File: src/rtl/imem_loader.sv
// ---------------------------------------------------------------------------
// imem_loader
//
// Instruction store for the accumulator core, plus a byte-stream program
// loader that holds the core in reset while a program is written.
//
// Load stream format (host -> loader, one byte per accepted beat):
//   N, then N words as {hi, lo} byte pairs. With LOADER_CHECKSUM_EN defined,
//   a final checksum byte C follows. C is the 8-bit sum of the 2N data bytes.
//
// Handshake: a byte transfers on a rising clk edge where in_valid && in_ready.
//   in_ready depends only on the current state. The host may hold in_valid
//   for any length of time. Bytes presented while in_ready=0 are never taken.
//
// Optional feature macro: LOADER_CHECKSUM_EN (adds the CSUM state and err).
//
// Ports:
//   clk, rst         clock (rising edge), asynchronous active-high reset
//   load_req         one-cycle pulse that starts a load (ignored while busy)
//   in_data/valid    host byte stream; in_ready = loader takes byte this cycle
//   pc               core fetch address
//   opcode/operand   combinational fetch data for mem[pc]
//   core_rst_n       registered; 0 holds the core in reset
//   busy             registered; 1 while a load is in progress
//   err              (LOADER_CHECKSUM_EN only) sticky checksum-mismatch flag
//   fsm_state        current loader state, for observation
// ---------------------------------------------------------------------------
module imem_loader #(
    parameter int OPCODE_W = 4,
    parameter int ADDR_W   = 8     // OPCODE_W + ADDR_W must not exceed 16
) (
    input  logic                clk,
    input  logic                rst,
    input  logic                load_req,
    input  logic [7:0]          in_data,
    input  logic                in_valid,
    output logic                in_ready,
    input  logic [ADDR_W-1:0]   pc,
    output logic [OPCODE_W-1:0] opcode,
    output logic [ADDR_W-1:0]   operand,
    output logic                core_rst_n,
    output logic                busy,
`ifdef LOADER_CHECKSUM_EN
    output logic                err,
`endif
    output logic [2:0]          fsm_state
);

    localparam int INSN_W = OPCODE_W + ADDR_W;
    localparam int DEPTH  = 1 << ADDR_W;

    typedef enum logic [2:0] {
        S_HALT = 3'd0,
        S_RUN  = 3'd1,
        S_LEN  = 3'd2,
        S_HI   = 3'd3,
        S_LO   = 3'd4,
        S_CSUM = 3'd5
    } state_t;

    state_t            state_q, state_d;
    logic [ADDR_W-1:0] len_q;
    logic [ADDR_W-1:0] wcnt_q;
    logic [ADDR_W-1:0] waddr_q;
    logic [7:0]        hi_q;
    logic [ADDR_W-1:0] len_in;
    logic              take;
    logic              last_word;
    logic              mem_we;
    logic [INSN_W-1:0] mem_wdata;
    logic [INSN_W-1:0] insn;
    state_t            done_state;

    logic [INSN_W-1:0] mem [DEPTH];

`ifdef LOADER_CHECKSUM_EN
    logic [7:0] sum_q;
    logic       csum_ok;
    assign csum_ok    = (in_data == sum_q);
    assign done_state = S_CSUM;
`else
    assign done_state = S_RUN;
`endif

    // Word count is 8 bits on the wire; the cast truncates (or zero-extends)
    // it to the address width.
    assign len_in    = ADDR_W'(in_data);
    assign take      = in_valid && in_ready;
    assign last_word = (wcnt_q == (len_q - ADDR_W'(1)));
    assign mem_we    = (state_q == S_LO) && take;
    assign mem_wdata = INSN_W'({hi_q, in_data});
    assign fsm_state = state_q;

    // Next-state and handshake logic.
    always_comb begin
        state_d  = state_q;
        in_ready = 1'b0;
        case (state_q)
            S_HALT, S_RUN: begin
                if (load_req) state_d = S_LEN;
            end
            S_LEN: begin
                in_ready = 1'b1;
                if (take) state_d = (len_in == '0) ? done_state : S_HI;
            end
            S_HI: begin
                in_ready = 1'b1;
                if (take) state_d = S_LO;
            end
            S_LO: begin
                in_ready = 1'b1;
                if (take) state_d = last_word ? done_state : S_HI;
            end
`ifdef LOADER_CHECKSUM_EN
            S_CSUM: begin
                in_ready = 1'b1;
                if (take) state_d = csum_ok ? S_RUN : S_HALT;
            end
`endif
            default: state_d = S_HALT;
        endcase
    end

    // State, registered outputs and load bookkeeping.
    always_ff @(posedge clk or posedge rst) begin
        if (rst) begin
            state_q    <= S_HALT;
            core_rst_n <= 1'b0;
            busy       <= 1'b0;
            len_q      <= '0;
            wcnt_q     <= '0;
            waddr_q    <= '0;
            hi_q       <= '0;
`ifdef LOADER_CHECKSUM_EN
            sum_q      <= '0;
            err        <= 1'b0;
`endif
        end else begin
            state_q    <= state_d;
            // Both outputs look one state ahead so they change on the same
            // edge that enters the new state.
            core_rst_n <= (state_d == S_RUN);
            busy       <= (state_d == S_LEN) || (state_d == S_HI) ||
                          (state_d == S_LO)  || (state_d == S_CSUM);
            case (state_q)
                S_HALT, S_RUN: begin
`ifdef LOADER_CHECKSUM_EN
                    if (load_req) err <= 1'b0;
`endif
                end
                S_LEN: begin
                    if (take) begin
                        len_q   <= len_in;
                        wcnt_q  <= '0;
                        waddr_q <= '0;
`ifdef LOADER_CHECKSUM_EN
                        sum_q   <= '0;
`endif
                    end
                end
                S_HI: begin
                    if (take) begin
                        hi_q  <= in_data;
`ifdef LOADER_CHECKSUM_EN
                        sum_q <= sum_q + in_data;
`endif
                    end
                end
                S_LO: begin
                    if (take) begin
                        // The write address wraps naturally at 2**ADDR_W.
                        waddr_q <= waddr_q + ADDR_W'(1);
                        wcnt_q  <= wcnt_q + ADDR_W'(1);
`ifdef LOADER_CHECKSUM_EN
                        sum_q   <= sum_q + in_data;
`endif
                    end
                end
`ifdef LOADER_CHECKSUM_EN
                S_CSUM: begin
                    if (take && !csum_ok) err <= 1'b1;
                end
`endif
                default: ;
            endcase
        end
    end

    // The program store is deliberately not reset: words written before an
    // aborted load survive it.
    always_ff @(posedge clk) begin
        if (mem_we) mem[waddr_q] <= mem_wdata;
    end

    // Fetch port: pure combinational read, valid in every state.
    assign insn    = mem[pc];
    assign opcode  = insn[INSN_W-1:ADDR_W];
    assign operand = insn[ADDR_W-1:0];

endmodule
File: config.mk
export PLATFORM = sky130hd
export DESIGN_NAME = imem_loader
export DESIGN_NICKNAME = d
export VERILOG_FILES = /design/src/rtl/imem_loader.sv
export SDC_FILE = /design/constraint.sdc
export NUM_CORES = 2
export LEC_CHECK = 0
export BUFFER_PORTS_ARGS = -buffer_cell sky130_fd_sc_hd__buf_2
export CAP_MARGIN = 20
export CORE_MARGIN = 2
export CORE_UTILIZATION = 50
export CTS_CLUSTER_SIZE = 12
export DETAILED_ROUTE_END_ITERATION = 10
export PLACE_DENSITY_LB_ADDON = 0.15
export SLEW_MARGIN = 10
export SYNTH_ARGS = -nofsm -noshare
export SYNTH_HDL_FRONTEND = slang
export SYNTH_SLANG_ARGS = --single-unit
File: constraint.sdc
create_clock -name clk -period 4.95 [get_ports clk]
set_clock_uncertainty 0.2 [all_clocks]
set_input_delay 1.485 -clock clk [delete_from_list [all_inputs] [get_ports clk]]
set_output_delay 1.485 -clock clk [all_outputs]
set_load 0.01 [all_outputs]
==> qor.yml <==
multi_input_area_um2: 26300
pwr_density_cell_nw_per_um2: 404
drt_iter0_drc: 7252
synthDistinctLibCells: 64
finalWirelength_mm: 326
ys_seq_elements: 3105
detail-route-antenna-nets: 0
critPathMaxFanout: 14
initial_core_util_pct: 50.4
synth.net_count: 5573
status: "complete, but fails checks"
die_w_um: 494
syn_inst: 5547
io_pins: 38
setup_viol: 12
cts_buffer_depth: 4
grt_pass1_vias: 61700
die_h_um: 494
io_buffers: 37
crit_arrival_ps: 4190
grtUsageTotal_pct: 26.6
clock-sinks: 3105
synthTopCellsByArea: "edfxtp_1 77%, mux4_2 13%, mux2i_1 1.8%, nor2_1 0.92%, a22oi_1 0.78%"
avgRoutedWirePerCell_um: 32.7
cts_root_buffer: "clkbuf_16"
worstSetupPathType: "input pin to primary output"
syn2layout_area_growth_pct: 19.1
vias_per_cell: 6.26
violations: "setup timing"
synth_largest_area_cell: "edfxtp_1"
slew_viol_final: 0
avgSynthCellArea_um2: 21.6
cp.required_ps: 3260
clk-insertion-delay-late_ps: 940
hp-class: "flop to flop"
min_period_over_period_pct: 119
grt_max_degree: 197
routabilityCongestion: 0.897
async_flop_share_pct: 1.06
p_leak_nw: 46.6
slew_headroom_pct: 25.2
h-tree-depth: 5
antenna_found_initial: 8
maxCapViolCount: 0
die_area_um2: 244000
postSynth.topFlopCell: "edfxtp_1"
rsz0062_at_grt: "true"
synth_edf_count: 3072
drive_above_1_share_pct: 34.7
fin_crit_ps: 5880
dp_hpwl_mm: 204
setup_ws_ps: -927
fill_cells: 17000
hold_buffers: 0
ys_warn_count: 0
dp_cells: 9363
synth_top_area_share_pct: 76.9
crit_path_end_kind: "primary output"
cts_tree: "yes"
clkSlewWorstSetupHoldPaths_ps: 60
tightest_slew_ps: 1120
fmax_ghz: 0.170
grt_pass1_wl_mm: 460
row_count: 179
synth-seq-area-share_pct: 77.6
cts_made_buffers: 331
register_area_um2: 93100
start_kind: "input pin"
dp_slack_ps: -1730
final-hold-violation-count: 0
synth_area_um2: 120000
ir_worst_vdd_uv: 666
drc_errors: 0
grt_overflow: 0
core_area_um2: 238000
fin_cells: 9975
firstDrtPassIters: 6
timing.setup.tns_ps: -10400
vias: 62400
layout.nets: 6651
[stage by stage]
step	cell area [um2]	hold WS (ps)	power [mW]	utilization, %
final	143000	296	57.7	60.0
after global routing	143000	325	59.3	59.9
after floorplan	120000	267	33.5	-
after detailed placement	131000	284	35.9	54.9
after CTS	142000	299	57.9	59.4
after global placement	131000	287	35.8	54.9
[registers in the layout, indices dropped and copies added (netlist names)]
signal	cells
mem	3072
len_q	8
waddr_q	8
wcnt_q	8
hi_q	4
fsm_state	3
busy	1
core_rst_n	1
[metal layers]
layer / track usage, % / vias to the layer above / wire length [um]
li1: - / 25500 / -
met1: 38.1 / 33400 / 131000
met2: 42.3 / 2892 / 158000
met3: 4.26 / 561 / 26000
met4: 8.55 / 0 / 11000
met5: 0 / - / 0
[cell families (layout without fill, tap and decap cells)]
group,Yosys count,count (layout),share of synthesized area [%]
AOI/OAI and AO/OA,570,570,3.36
DFF,3105,3105,77.6
other,0,7,0
muxes,926,926,15.0
xor gates and xnor gates,16,16,0.117
buffers and inverters,338,1592,1.72
and+or+nand+nor,586,586,2.14
adders and majority gates,6,6,0.0626
[where the power goes]
| group | total (mW) | internal, mW | switching, mW | leakage (nW) |
|---|---|---|---|---|
| Combinational | 5.07 | 1.68 | 3.40 | 14.1 |
| Clock | 22.0 | 12.5 | 9.48 | 4.51 |
| Sequential | 30.6 | 30.3 | 0.330 | 28.1 |
| Total | 57.7 | 44.5 | 13.2 | 46.6 |
[cell type report]
type	count	area share (%)
clock inverters	80	0.311
repair buffers	1074	7.13
well taps	3167	2.77
diodes	7	0.0123
flip-flops and latches	3105	65.2
inverters	9	0.0263
multi-input cells	2104	18.4
clock buffers	429	6.18
[placed cells by master (no fill, tap or decap), types with 10 or more instances in the layout]
cell type,count
buf_12,93
o221ai_2,15
o22ai_1,59
edfxtp_1,3072
buf_8,25
clkbuf_1,89
nor2b_1,10
a221oi_2,15
nand2_1,110
clkinv_1,54
mux4_2,694
o221ai_1,49
buf_4,860
a22oi_1,102
nor2_1,290
nand3_1,33
nor4_4,10
a211oi_4,10
dfrtp_1,29
buf_6,40
a21oi_2,16
clkbuf_16,348
mux2i_1,212
clkinv_2,18
mux2_2,13
and2_1,12
a211oi_1,16
a22oi_2,23
nand2_2,17
a21oi_1,89
a221oi_1,11
a31oi_1,13
buf_2,22
o21ai_0,32
a22o_1,29
buf_16,20
nor3_1,16
xnor2_1,10
[critical path, stage by stage]
cell      delay (ps)
buf_8            150
buf_12           170
nand2b_2         230
buf_6            190
buf_4            160
buf_4            140
o221ai_1         220
a21oi_1          130
o32ai_1          360
buf_4            240
nor3_4            60
nor4_4           370
buf_2            220
[timing repair]
item,in CTS,in global routing
resized for setup,179,138
buffers inserted,45,47
pin swaps,28,55
cloned,10,9
setup endpoints to repair,12,12
[cells in the mapped netlist, types with 6 or more instances]
cell	n
a22oi_1	125
nor3b_1	6
buf_6	43
nand2b_1	10
edfxtp_1	3072
nand2_1	129
o21ai_0	36
xnor2_1	10
a22o_1	36
mux2_2	14
a31oi_1	14
nor2b_1	13
o221ai_1	65
a221oi_1	31
nor2_1	295
ha_1	6
buf_4	45
nor4_1	24
o211ai_1	6
dfrtp_1	33
mux4_2	692
o22ai_1	69
clkbuf_1	143
or2_2	6
nand3_1	33
buf_1	20
nor3_1	28
inv_1	9
a211oi_1	31
xor2_1	6
o31ai_1	7
buf_2	60
o2bb2ai_1	6
and2_1	15
mux2i_1	215
a21oi_1	109
and3_1	7
buf_8	13
[path summary, 6_finish.rpt]
check	slack, ps	to	cells after the start	start
worst max-delay path	-930	operand[0]	13	pc[1]
worst min-delay path	300	len_q[7]$_DFFE_PP0P_	2	len_q[7]$_DFFE_PP0P_
worst max register to register	1510	mem[21][7]$_DFFE_PP_	7	fsm_state[0]$_DFF_PP0_
worst min register to register	300	len_q[7]$_DFFE_PP0P_	2	len_q[7]$_DFFE_PP0P_
max in group asynchronous	3760	hi_q[1]$_DFFE_PP0P_	3	rst
min in group asynchronous	430	fsm_state[1]$_DFF_PP0_	3	rst
Power figures use the tool's default switching activity.
